==> config.mk <==
export PLATFORM = sky130hd
export DESIGN_NAME = pwm_capture
export DESIGN_NICKNAME = d
export VERILOG_FILES = /design/src/rtl/pwm_pkg.sv /design/src/rtl/pwm_edge_detect.sv /design/src/rtl/pwm_capture.sv
export SDC_FILE = /design/constraint.sdc
export NUM_CORES = 1
export LEC_CHECK = 0
export CAP_MARGIN = 10
export CORE_ASPECT_RATIO = 1.4
export CORE_UTILIZATION = 45
export CTS_CLUSTER_DIAMETER = 60
export DETAILED_ROUTE_END_ITERATION = 8
export MAX_ROUTING_LAYER = met4
export PLACE_DENSITY = 0.67
export SETUP_SLACK_MARGIN = 0.1
export SLEW_MARGIN = 10
export SYNTH_ARGS = -nofsm -noshare
export SYNTH_HDL_FRONTEND = slang
export SYNTH_SLANG_ARGS = --single-unit
==> constraint.sdc <==
create_clock -name clk -period 2.85 [get_ports clk]
set_input_delay 0.285 -clock clk [delete_from_list [all_inputs] [get_ports clk]]
set_output_delay 0.285 -clock clk [all_outputs]
set_load 0.01 [all_outputs]
==> src/rtl/pwm_pkg.sv <==
// pwm_pkg -- shared types and constants for the PWM capture block.
//   pwm_cap_state_t   : capture FSM state encoding
//   PWM_DEFAULT_WIDTH : default counter/output width
package pwm_pkg;

  localparam int PWM_DEFAULT_WIDTH = 8;

  typedef enum logic {
    IDLE    = 1'b0,
    MEASURE = 1'b1
  } pwm_cap_state_t;

endpackage

==> src/rtl/pwm_edge_detect.sv <==
// pwm_edge_detect -- produces the sampled PWM level and its rising-edge strobe.
// Build option: PWM_CAPTURE_SYNC_EN inserts a two-flop synchronizer ahead of
// the edge detector (adds two cycles of latency); otherwise pwm_in is used
// directly and must already be synchronous to clk.
// Ports:
//   clk    : clock
//   reset  : asynchronous active-high reset
//   pwm_in : PWM line under measurement
//   level  : sampled level s
//   rise   : s & ~prev, combinational
module pwm_edge_detect
  import pwm_pkg::*;
(
  input  logic clk,
  input  logic reset,
  input  logic pwm_in,
  output logic level,
  output logic rise
);

`ifdef PWM_CAPTURE_SYNC_EN
  logic sync1;
  logic sync2;

  always_ff @(posedge clk or posedge reset) begin
    if (reset) begin
      sync1 <= 1'b0;
      sync2 <= 1'b0;
    end else begin
      sync1 <= pwm_in;
      sync2 <= sync1;
    end
  end

  assign level = sync2;
`else
  assign level = pwm_in;
`endif

  logic prev;

  // prev resets high so a line that is already high at reset release is
  // not mistaken for a rising edge.
  always_ff @(posedge clk or posedge reset) begin
    if (reset) prev <= 1'b1;
    else       prev <= level;
  end

  assign rise = level & ~prev;

endmodule

==> src/rtl/pwm_capture.sv <==
// pwm_capture -- measures period and high time of a PWM signal in clk cycles.
// Build option: PWM_CAPTURE_SYNC_EN (see pwm_edge_detect) synchronizes pwm_in.
// Ports:
//   clk       : clock
//   reset     : asynchronous active-high reset
//   enable    : capture enable, low returns the FSM to IDLE
//   pwm_in    : PWM line under measurement
//   clear_ovf : synchronous clear of the sticky overflow flag
//   period    : last measured period
//   duty      : last measured high-cycle count
//   valid     : one-cycle strobe when period/duty update
//   overflow  : sticky, set when a period exceeds 2^WIDTH-1 cycles
//
// state   | meaning
// IDLE    | waiting for an enabled rising edge to start a period
// MEASURE | counting the current period; each rise closes it and starts the next
module pwm_capture
  import pwm_pkg::*;
#(
  parameter int WIDTH = PWM_DEFAULT_WIDTH
) (
  input  logic             clk,
  input  logic             reset,
  input  logic             enable,
  input  logic             pwm_in,
  input  logic             clear_ovf,
  output logic [WIDTH-1:0] period,
  output logic [WIDTH-1:0] duty,
  output logic             valid,
  output logic             overflow
);

  localparam logic [WIDTH-1:0] CNT_ONE = WIDTH'(1);
  localparam logic [WIDTH-1:0] CNT_MAX = '1;

  logic level;
  logic rise;

  pwm_edge_detect u_edge (
    .clk    (clk),
    .reset  (reset),
    .pwm_in (pwm_in),
    .level  (level),
    .rise   (rise)
  );

  pwm_cap_state_t   state, state_nxt;
  logic [WIDTH-1:0] cnt_period, cnt_period_nxt;
  logic [WIDTH-1:0] cnt_high, cnt_high_nxt;
  logic             capture;
  logic             ovf_set;

  always_ff @(posedge clk or posedge reset) begin
    if (reset) begin
      state      <= IDLE;
      cnt_period <= '0;
      cnt_high   <= '0;
    end else begin
      state      <= state_nxt;
      cnt_period <= cnt_period_nxt;
      cnt_high   <= cnt_high_nxt;
    end
  end

  always_comb begin
    state_nxt      = state;
    cnt_period_nxt = cnt_period;
    cnt_high_nxt   = cnt_high;
    capture        = 1'b0;
    ovf_set        = 1'b0;
    case (state)
      IDLE: begin
        if (enable && rise) begin
          state_nxt      = MEASURE;
          cnt_period_nxt = CNT_ONE;
          cnt_high_nxt   = CNT_ONE;
        end
      end
      MEASURE: begin
        if (!enable) begin
          // counters hold; the partial period is dropped on the next rise
          state_nxt = IDLE;
        end else if (rise) begin
          capture        = 1'b1;
          cnt_period_nxt = CNT_ONE;
          cnt_high_nxt   = CNT_ONE;
        end else if (cnt_period == CNT_MAX) begin
          // no edge within the counter range: stuck-high or stuck-low line
          ovf_set   = 1'b1;
          state_nxt = IDLE;
        end else begin
          cnt_period_nxt = cnt_period + CNT_ONE;
          if (level && (cnt_high != CNT_MAX))
            cnt_high_nxt = cnt_high + CNT_ONE;
        end
      end
      default: state_nxt = IDLE;
    endcase
  end

  always_ff @(posedge clk or posedge reset) begin
    if (reset) begin
      period   <= '0;
      duty     <= '0;
      valid    <= 1'b0;
      overflow <= 1'b0;
    end else begin
      valid <= capture;
      if (capture) begin
        period <= cnt_period;
        duty   <= cnt_high;
      end
      // a new overflow event takes priority over a coincident clear
      overflow <= ovf_set | (overflow & ~clear_ovf);
    end
  end

endmodule

# [After elaboration in Yosys (flattened, before gate mapping)]
# Cells that the tools add are included.
[classes] add_sub_neg=2 n_mul=0 div_mod_pow=0 order_cmp=0 n_eq_ne=6 shifts=0 n_mux=22 bitwise=6 reduce_logical=4
[op_table] cell="8-bit 2-to-1 mux" n=8
[op_table] cell="8-bit one-hot mux with 2 select lines" n=2
[op_table] cell="8-bit by 1-bit adder with 8-bit output (second input constant)" n=2
[op_table] cell="1-bit 2-to-1 mux" n=11
[op_table] cell="8-bit equality test (second input constant)" n=1
[op_table] cell="8-bit != test (second input constant)" n=1
[op_table] cell="2-bit != test (second input constant)" n=2
[op_table] cell="4-bit AND reduction" n=1
[op_table] cell="3-bit by 2-bit != test with 1-bit output (second input constant)" n=1
[op_table] cell="3-bit != test (second input constant)" n=1
[op_table] cell="1-bit inverter" n=3
[op_table] cell="3-bit AND reduction" n=1
[op_table] cell="1-bit AND" n=2
[op_table] cell="1-bit logical AND" n=2
[op_table] cell="1-bit one-hot mux with 2 select lines" n=1
[op_table] cell="1-bit bitwise OR" n=1
[totals] regBits=36 latchBits=0 mem_bits_rw=0 mem_bits_ro=0 out_inout_bits=18 n_memories=0

# [Depth between registers and ports, before layout]
# Gate-level depths: netlist of the first run.
[logic_depth] word_depth=7 ltp_mapped=6 ltp_nobuf=6

# [Hierarchy]
# Synthesis of the first run repeated with hierarchy kept, for this count alone.
[hier_totals] cells_unflattened=147 area_unflattened_um2=1726.7
[modules_own_cells] mod="pwm_capture" instances=1 cells_each=143 area_per_inst_um2=1675.4
[modules_own_cells] mod="pwm_edge_detect" instances=1 cells_each=4 area_per_inst_um2=51.3

# [Least setup slack after synthesis of the first run]
# OpenSTA, ideal clock, no wires.
[synth_timing] path_kind="flip-flop to flip-flop" start="register cnt_period[0]" end="register cnt_high[5]" t_arrival_ns=1.472 required_time_ns=2.774 path_slack_ns=1.302 stages_incl_launch_ff=6 period_less_slack_ns=1.548 cell_sequence="dfrtp_1 ha_1 nand4_4 o211ai_4 or4_1 o21ai_1"
[synth_via] elab_chain_cells=3
[synth_lines] element="from (decl)" line_no="pwm_capture.sv:48" rtl="logic [WIDTH-1:0] cnt_period, cnt_period_nxt;"
[synth_lines] element="from (signal assigned)" line_no="pwm_capture.sv:60" rtl="cnt_period <= cnt_period_nxt;"
[synth_lines] element="8-bit equality test" line_no="pwm_capture.sv:87" rtl="end else if (cnt_period == CNT_MAX) begin"
[synth_lines] element="3-bit != test (no source line)"
[synth_lines] element="4-bit AND reduction (no source line)"
[synth_lines] element="to (signal assigned)" line_no="pwm_capture.sv:61" rtl="cnt_high <= cnt_high_nxt;"
[synth_lines] element="to (decl)" line_no="pwm_capture.sv:49" rtl="logic [WIDTH-1:0] cnt_high, cnt_high_nxt;"
# Every way passes these cells.
# A chain may end at the register's enable or synchronous reset.

# [Worst setup path in the final report of the first run]
[layout_timing] start="input port pwm_in" end="register period[0]"
[layout_via] elab_chain_cells=4
[layout_lines] element="from (decl)" line_no="pwm_capture.sv:25" rtl="input logic pwm_in,"
[layout_lines] element="1-bit AND" line_no="pwm_edge_detect.sv:49" rtl="assign rise = level & ~prev;"
[layout_lines] element="1-bit 2-to-1 mux" line_no="pwm_capture.sv:83" rtl="end else if (rise) begin"
[layout_lines] element="1-bit 2-to-1 mux" line_no="pwm_capture.sv:80" rtl="if (!enable) begin"
[layout_lines] element="1-bit 2-to-1 mux" line_no="pwm_capture.sv:71" rtl="case (state)"
[layout_lines] element="to (signal assigned)" line_no="pwm_capture.sv:110" rtl="period <= cnt_period;"
[layout_lines] element="to (decl)" line_no="pwm_capture.sv:27" rtl="output logic [WIDTH-1:0] period,"
# Every way passes these cells.

==> qor.yml, run 1 <==
status:
  status: "complete, no violations"
clocking:
  cts_inserted_buffers: 5
  cts_setup_buffers: 0
  cts_tree: "yes"
  cts.repair.resized: 0
  cts-root-buf: "clkbuf_8"
  clock_latency_ns: 0.29
  ctsHoldBuffers: 0
  cts.reportedPaths.clkPinSlew_ns: 0.07
  htree_levels: 2
  clock-sinks: 36
  clock_path_buffers: 2
power:
  irDropWorstVdd_v: 0.000501
  clockPowerShare_pct: 28.9
  combPwrFrac_pct: 19.2
  power_density_mw_per_mm2: 623
  p_seq_share_pct: 51.9
  p_leak_nw: 0.919
  swShare_pct: 28.3
  p_switching_mw: 0.360
  power.internal_mw: 0.910
sta:
  rsz0062_at_grt: "no"
  hold_viol_final: 0
  tightest_slew_ns: 0.785
  finalSetupViolCount: 0
  max_freq_mhz: 526
  clock_skew_ns: 0.00379
  drv_slew: 0
  fin_crit_sh_pct: 66.7
  min_period_ns: 1.90
  slew_headroom_pct: 47.5
  finalSetupTns_ns: 0
setup_path:
  cp.required_ns: 3.02
  crit_start: "pwm_in"
  reg2reg_setup_slack_ns: 0.98
  ff2ff_path_depth: 3
  cpPeakStageDelay_ns: 0.59
  r2r_start: "u_edge.prev"
  crit_path_start_kind: "input pin"
  critPathArrivalTime_ns: 2.08
  r2r_end: "period[0]"
  worst-path-max-fanout: 20
  crit_slowest_cell: "nand2_1"
  path_cells: "clkdlybuf4s50_1 > and2b_1 > nand2_1 > mux2_2"
  worstSetupEndpointType: "flip-flop"
  path_class: "input pin to flip-flop"
floorplan:
  rows: 26
  core_area_mm2: 0.00361
  die_h_um: 74.7
  fp.dieArea_mm2: 0.00402
  start_util_pct: 47.0
  io_pins: 23
  die-width_um: 53.9
grt:
  grt.overflow.total: 0
  globalRouteTotalUtil_pct: 21.3
  antenna_found_initial: 0
  first_global_vias: 1239
  grt_pass1_wl_um: 5800
  grt_max_degree: 24
layout:
  postLayoutCellArea_mm2: 0.00204
  fillers: 318
  finalNonFillerCells: 219
  register_area_um2: 902
  layout.nets: 183
  antenna_cells: 0
  areaGrowthSynthToFinish_pct: 20.2
  drive_gt1_share_pct: 18.1
  multiInputGateArea_um2: 732
drt:
  avgRoutedWirePerCell_um: 15.7
  wirelength_met1_um: 1480
  ant_nets: 0
  routed_wirelength_um: 3430
  drt_first_pass_iters: 6
  dr.first_iter.drc_count: 38
  vias: 1252
  wl_met2_um: 1780
  avgViaCountPerCell: 5.72
  wl_met3_um: 122
  drc: 0
  top_layer: "met4"
logic_synthesis:
  async_reset_ff_share_pct: 100
  synth_seq_cells: 36
  netlist.area_leader.share_pct: 51.6
  synth_edf_count: 0
  synth_nets: 158
  avgSynthCellArea_um2: 11.2
  ys.flop_type: "dfrtp_1"
  yosys-top-cells-area: "dfrtp_1, mux2_2, nand2_1"
  synth_top_cell_by_area: "dfrtp_1"
  synthesis.area_mm2: 0.00170
  synth.distinct_cells: 44
  synth_cells: 151
  synth_warnings: 0
  ys_seq_area_share_pct: 53.2
hold_path:
  hold_class: "input pin to async pin"
run:
  cap_violations: 0
placement:
  dpl.cell_count: 211
  place_area_mm2: 0.00195
  portBuffers: 22
  gp_congestion: 0.857
  dp_hpwl_um: 2460
==> sequential cells by signal, indices dropped and copies added, names as in the netlist <==
register     count
cnt_high         8
cnt_period       8
duty             8
overflow         1
period           8
state            1
u_edge.prev      1
valid            1
==> kinds of logic (layout without fill, tap and decap cells) <==
| kind of cell | Yosys count | in the layout | synth area share [%] |
|---|---|---|---|
| DFF | 36 | 36 | 53.2 |
| and+or+nand+nor | 52 | 52 | 17.0 |
| AOI/OAI and AO/OA | 34 | 34 | 15.5 |
| buffers and inverters | 13 | 39 | 3.69 |
| muxes | 14 | 14 | 9.22 |
| adders and majority gates | 2 | 2 | 1.47 |
==> worst max-delay path, delay by kind of cell <==
family                 cells  cell delay, ns
multiplexers               1            0.41
buffers and inverters      1            0.52
AND/OR/NAND/NOR            2            0.85
==> synth_stat cells (all sizes together), types with 2 or more instances <==
| cell type | count |
|---|---|
| a31oi | 4 |
| nand3 | 9 |
| nor2 | 6 |
| o311ai | 2 |
| mux2 | 13 |
| nand4 | 5 |
| o31a | 2 |
| or4 | 2 |
| buf | 4 |
| a211o | 2 |
| a21oi | 2 |
| o21ai | 13 |
| nand2 | 16 |
| and2 | 4 |
| or2 | 2 |
| ha | 2 |
| dfrtp | 35 |
| nand2b | 3 |
| inv | 8 |
==> placed cells by master (no fill, tap or decap), types with 4 or more instances in the layout <==
cell type | Yosys | routed
dfrtp_1 | 35 | 35
clkdlybuf4s50_1 | 0 | 22
o21ai_0 | 10 | 10
nand4_1 | 4 | 4
a31oi_1 | 4 | 4
nor2_1 | 6 | 6
mux2_2 | 13 | 13
clkbuf_8 | 0 | 6
nand3_1 | 9 | 9
nand2_1 | 16 | 16
inv_1 | 7 | 7
==> metal layers <==
metal | up-vias | global-route usage (%)
met5 | - | -
met4 | 0 | 10.2
met3 | 4 | 6.06
met2 | 27 | 32.5
met1 | 618 | 25.4
li1 | 603 | -
==> final cells by class <==
| class | instances | share of cell area (%) |
|---|---|---|
| Timing Repair Buffer | 23 | 11.2 |
| Clock inverter | 2 | 0.491 |
| Sequential cell | 36 | 44.2 |
| Clock buffer | 6 | 4.05 |
| Inverter | 8 | 1.60 |
| Tap cell | 42 | 2.58 |
| Multi-Input combinational cell | 102 | 35.9 |
==> stage by stage <==
step | worst slack (ns) | utilization, % | hold WS (ns) | total power [mW]
global placement | 0.735 | 53.9 | 0.464 | 0.902
CTS | 0.953 | 56.5 | 0.349 | 1.29
global route | 0.884 | 56.5 | 0.381 | 1.35
detailed placement | 0.656 | 53.9 | 0.474 | 0.913
finish | 0.948 | 56.5 | 0.333 | 1.27
floorplan | 1.30 | - | 0.289 | 0.790
==> how the worst max path moves through the flow <==
| stage | endpoint | slack (ns) | cells after the start |
|---|---|---|---|
| floorplan | cnt_high[5] | 1.30 | 5 |
| global placement | period[4] | 0.73 | 4 |
| detailed placement | period[1] | 0.66 | 4 |
| CTS | period[0] | 0.95 | 4 |
| global route | period[0] | 0.88 | 4 |
| finish | period[0] | 0.95 | 4 |
==> power by group through the flow <==
| stage | Clock, mW | Sequential, mW | Combinational (mW) |
|---|---|---|---|
| floorplan | 0 | 0.669 | 0.121 |
| global placement | 0 | 0.668 | 0.234 |
| detailed placement | 0 | 0.668 | 0.245 |
| CTS | 0.382 | 0.659 | 0.247 |
| global route | 0.408 | 0.674 | 0.273 |
| finish | 0.367 | 0.659 | 0.243 |
Power figures use the tool's default switching activity.
==> run 2, diff against run 1 <==
==> constraint.sdc (replaced) <==
create_clock -name clk -period 1.8 [get_ports clk]
set_input_delay 0.18 -clock clk [delete_from_list [all_inputs] [get_ports clk]]
set_output_delay 0.18 -clock clk [all_outputs]
set_load 0.01 [all_outputs]
==> run 2 against run 1 <==
Total power grew 70%. Register-to-register slack worse by 0.78 ns. Utilization up 2.7 points. Critical endpoint is now cnt_high[5]. Final area rose by 4.7%. Largest power group unchanged.
==> qor.yml, run 2 (synthesis results as in run 1) <==
status:
  status: "complete, no violations"
clocking:
  ctsHoldBuffers: 0
  clock_path_buffers: 2
  htree_levels: 2
  cts.reportedPaths.clkPinSlew_ns: 0.07
  clock_latency_ns: 0.29
  cts_tree: "yes"
  cts-root-buf: "clkbuf_8"
  clock-sinks: 36
  cts_inserted_buffers: 5
placement:
  portBuffers: 22
  gp_congestion: 0.956
  place_area_mm2: 0.00201
  dp_hpwl_um: 2540
  dpl.cell_count: 219
power:
  p_switching_mw: 0.584
  irDropWorstVdd_v: 0.000658
  swShare_pct: 27.0
  clockPowerShare_pct: 32.1
  power.internal_mw: 1.58
  power_density_mw_per_mm2: 1010
  combPwrFrac_pct: 20.3
  p_seq_share_pct: 47.6
  p_leak_nw: 0.970
floorplan:
  fp.dieArea_mm2: 0.00402
  die-width_um: 53.9
  rows: 26
  io_pins: 23
  start_util_pct: 47.0
  die_h_um: 74.7
  core_area_mm2: 0.00361
drt:
  avgViaCountPerCell: 5.76
  drt_first_pass_iters: 4
  ant_nets: 0
  avgRoutedWirePerCell_um: 15.8
  routed_wirelength_um: 3610
  vias: 1319
  drc: 0
  dr.first_iter.drc_count: 42
grt:
  grt.overflow.total: 0
  grt_max_degree: 37
  grt_pass1_wl_um: 6030
  antenna_found_initial: 0
  first_global_vias: 1312
  globalRouteTotalUtil_pct: 21.9
sta:
  slew_headroom_pct: 70.1
  drv_slew: 0
  tightest_slew_ns: 0.448
  min_period_ns: 1.60
  finalSetupViolCount: 0
  max_freq_mhz: 624
  fin_crit_sh_pct: 89.0
  rsz0062_at_grt: "no"
  clock_skew_ns: 0.00198
  hold_viol_final: 0
run:
  cap_violations: 0
setup_path:
  worstSetupEndpointType: "flip-flop"
  critical_path.top_delay_family: "simple AND/OR/NAND/NOR gates"
  cp.required_ns: 2.02
  path_class: "flip-flop to flip-flop"
  path_cells: "ha_1 > nand3_1 > o21ai_2 > or4_1 > o21ai_1"
  critPathArrivalTime_ns: 1.82
  cpPeakStageDelay_ns: 0.53
  worst-path-buf-inv: 0
  worst-path-max-fanout: 11
  crit_path_start_kind: "flip-flop"
  crit_slowest_cell: "or4_1"
hold_path:
  hold_class: "input pin to async pin"
layout:
  drive_gt1_share_pct: 23.0
  layout.nets: 193
  finalNonFillerCells: 229
  areaGrowthSynthToFinish_pct: 25.9
  antenna_cells: 0
  fillers: 308
  mostFrequentLayoutCells: "dfrtp_1, clkdlybuf4s50_1, nand2_1, mux2_2, buf_4"
  postLayoutCellArea_mm2: 0.00214
  final_common_cell: "dfrtp_1"
run 2: per-stage QoR:
stage          total power, mW  setup WS (ns)  setup TNS, ns  hold slack (ns)  utilization (%)
6_report                  2.16          0.197              0            0.295             59.1
5_1_grt                   2.28          0.122              0            0.333             59.1
4_1_cts                   2.18          0.106              0            0.311             58.7
3_5_place_dp              1.48        -0.0156        -0.0156            0.481             55.6
3_3_place_gp              1.46         0.0691              0            0.462             55.6
2_1_floorplan             1.25          0.252              0            0.184                -
run 2: final cells by class:
class,count,area (um2),area share (%)
timing repair buffer,33,303,14.2
sequential,36,902,42.2
multi-input combinational,102,738,34.6
inverter,8,32.5,1.52
tap,42,52.6,2.46
clock inverter,2,35.0,1.64
clock buffer,6,72.6,3.40
run 2: final timing paths:
kind                              from     endpoint  slack (ns)  cells past startpoint
setup / recovery           cnt_high[0]  cnt_high[5]        0.20                      5
setup reg to reg           cnt_high[0]  cnt_high[5]        0.20                      5
min in group clk             clear_ovf     overflow        0.44                      2
hold / removal                   reset     overflow        0.30                      3
max in group asynchronous        reset  u_edge.prev        1.16                      3
hold reg to reg              period[6]    period[6]        0.49                      2
run 2: power groups by stage:
stage,clock network [mW],logic [mW],registers (mW)
global placement,0,0.424,1.04
detailed placement,0,0.435,1.04
floorplan,0,0.191,1.06
global route,0.749,0.480,1.05
CTS,0.716,0.437,1.03
finish,0.693,0.439,1.03
run 2: timing repair:
action | CTS | global route
pin swaps | 0 | 2
gates resized for setup | 1 | 1
buffers inserted | 0 | 2
endpoints found under the setup margin | 4 | 9
run 2: tightest hold or removal path: cells and delay by family:
kind	cells	cell delay, ns
buf+inv	3	0.84
run 2: routing by layer:
layer	GRT usage [%]	part of all wire, %	wire, um
met3	5.66	3.4	123
met4	12.3	1.9	68
met1	25.5	44	1600
met5	-	0	0
met2	33.6	50	1820
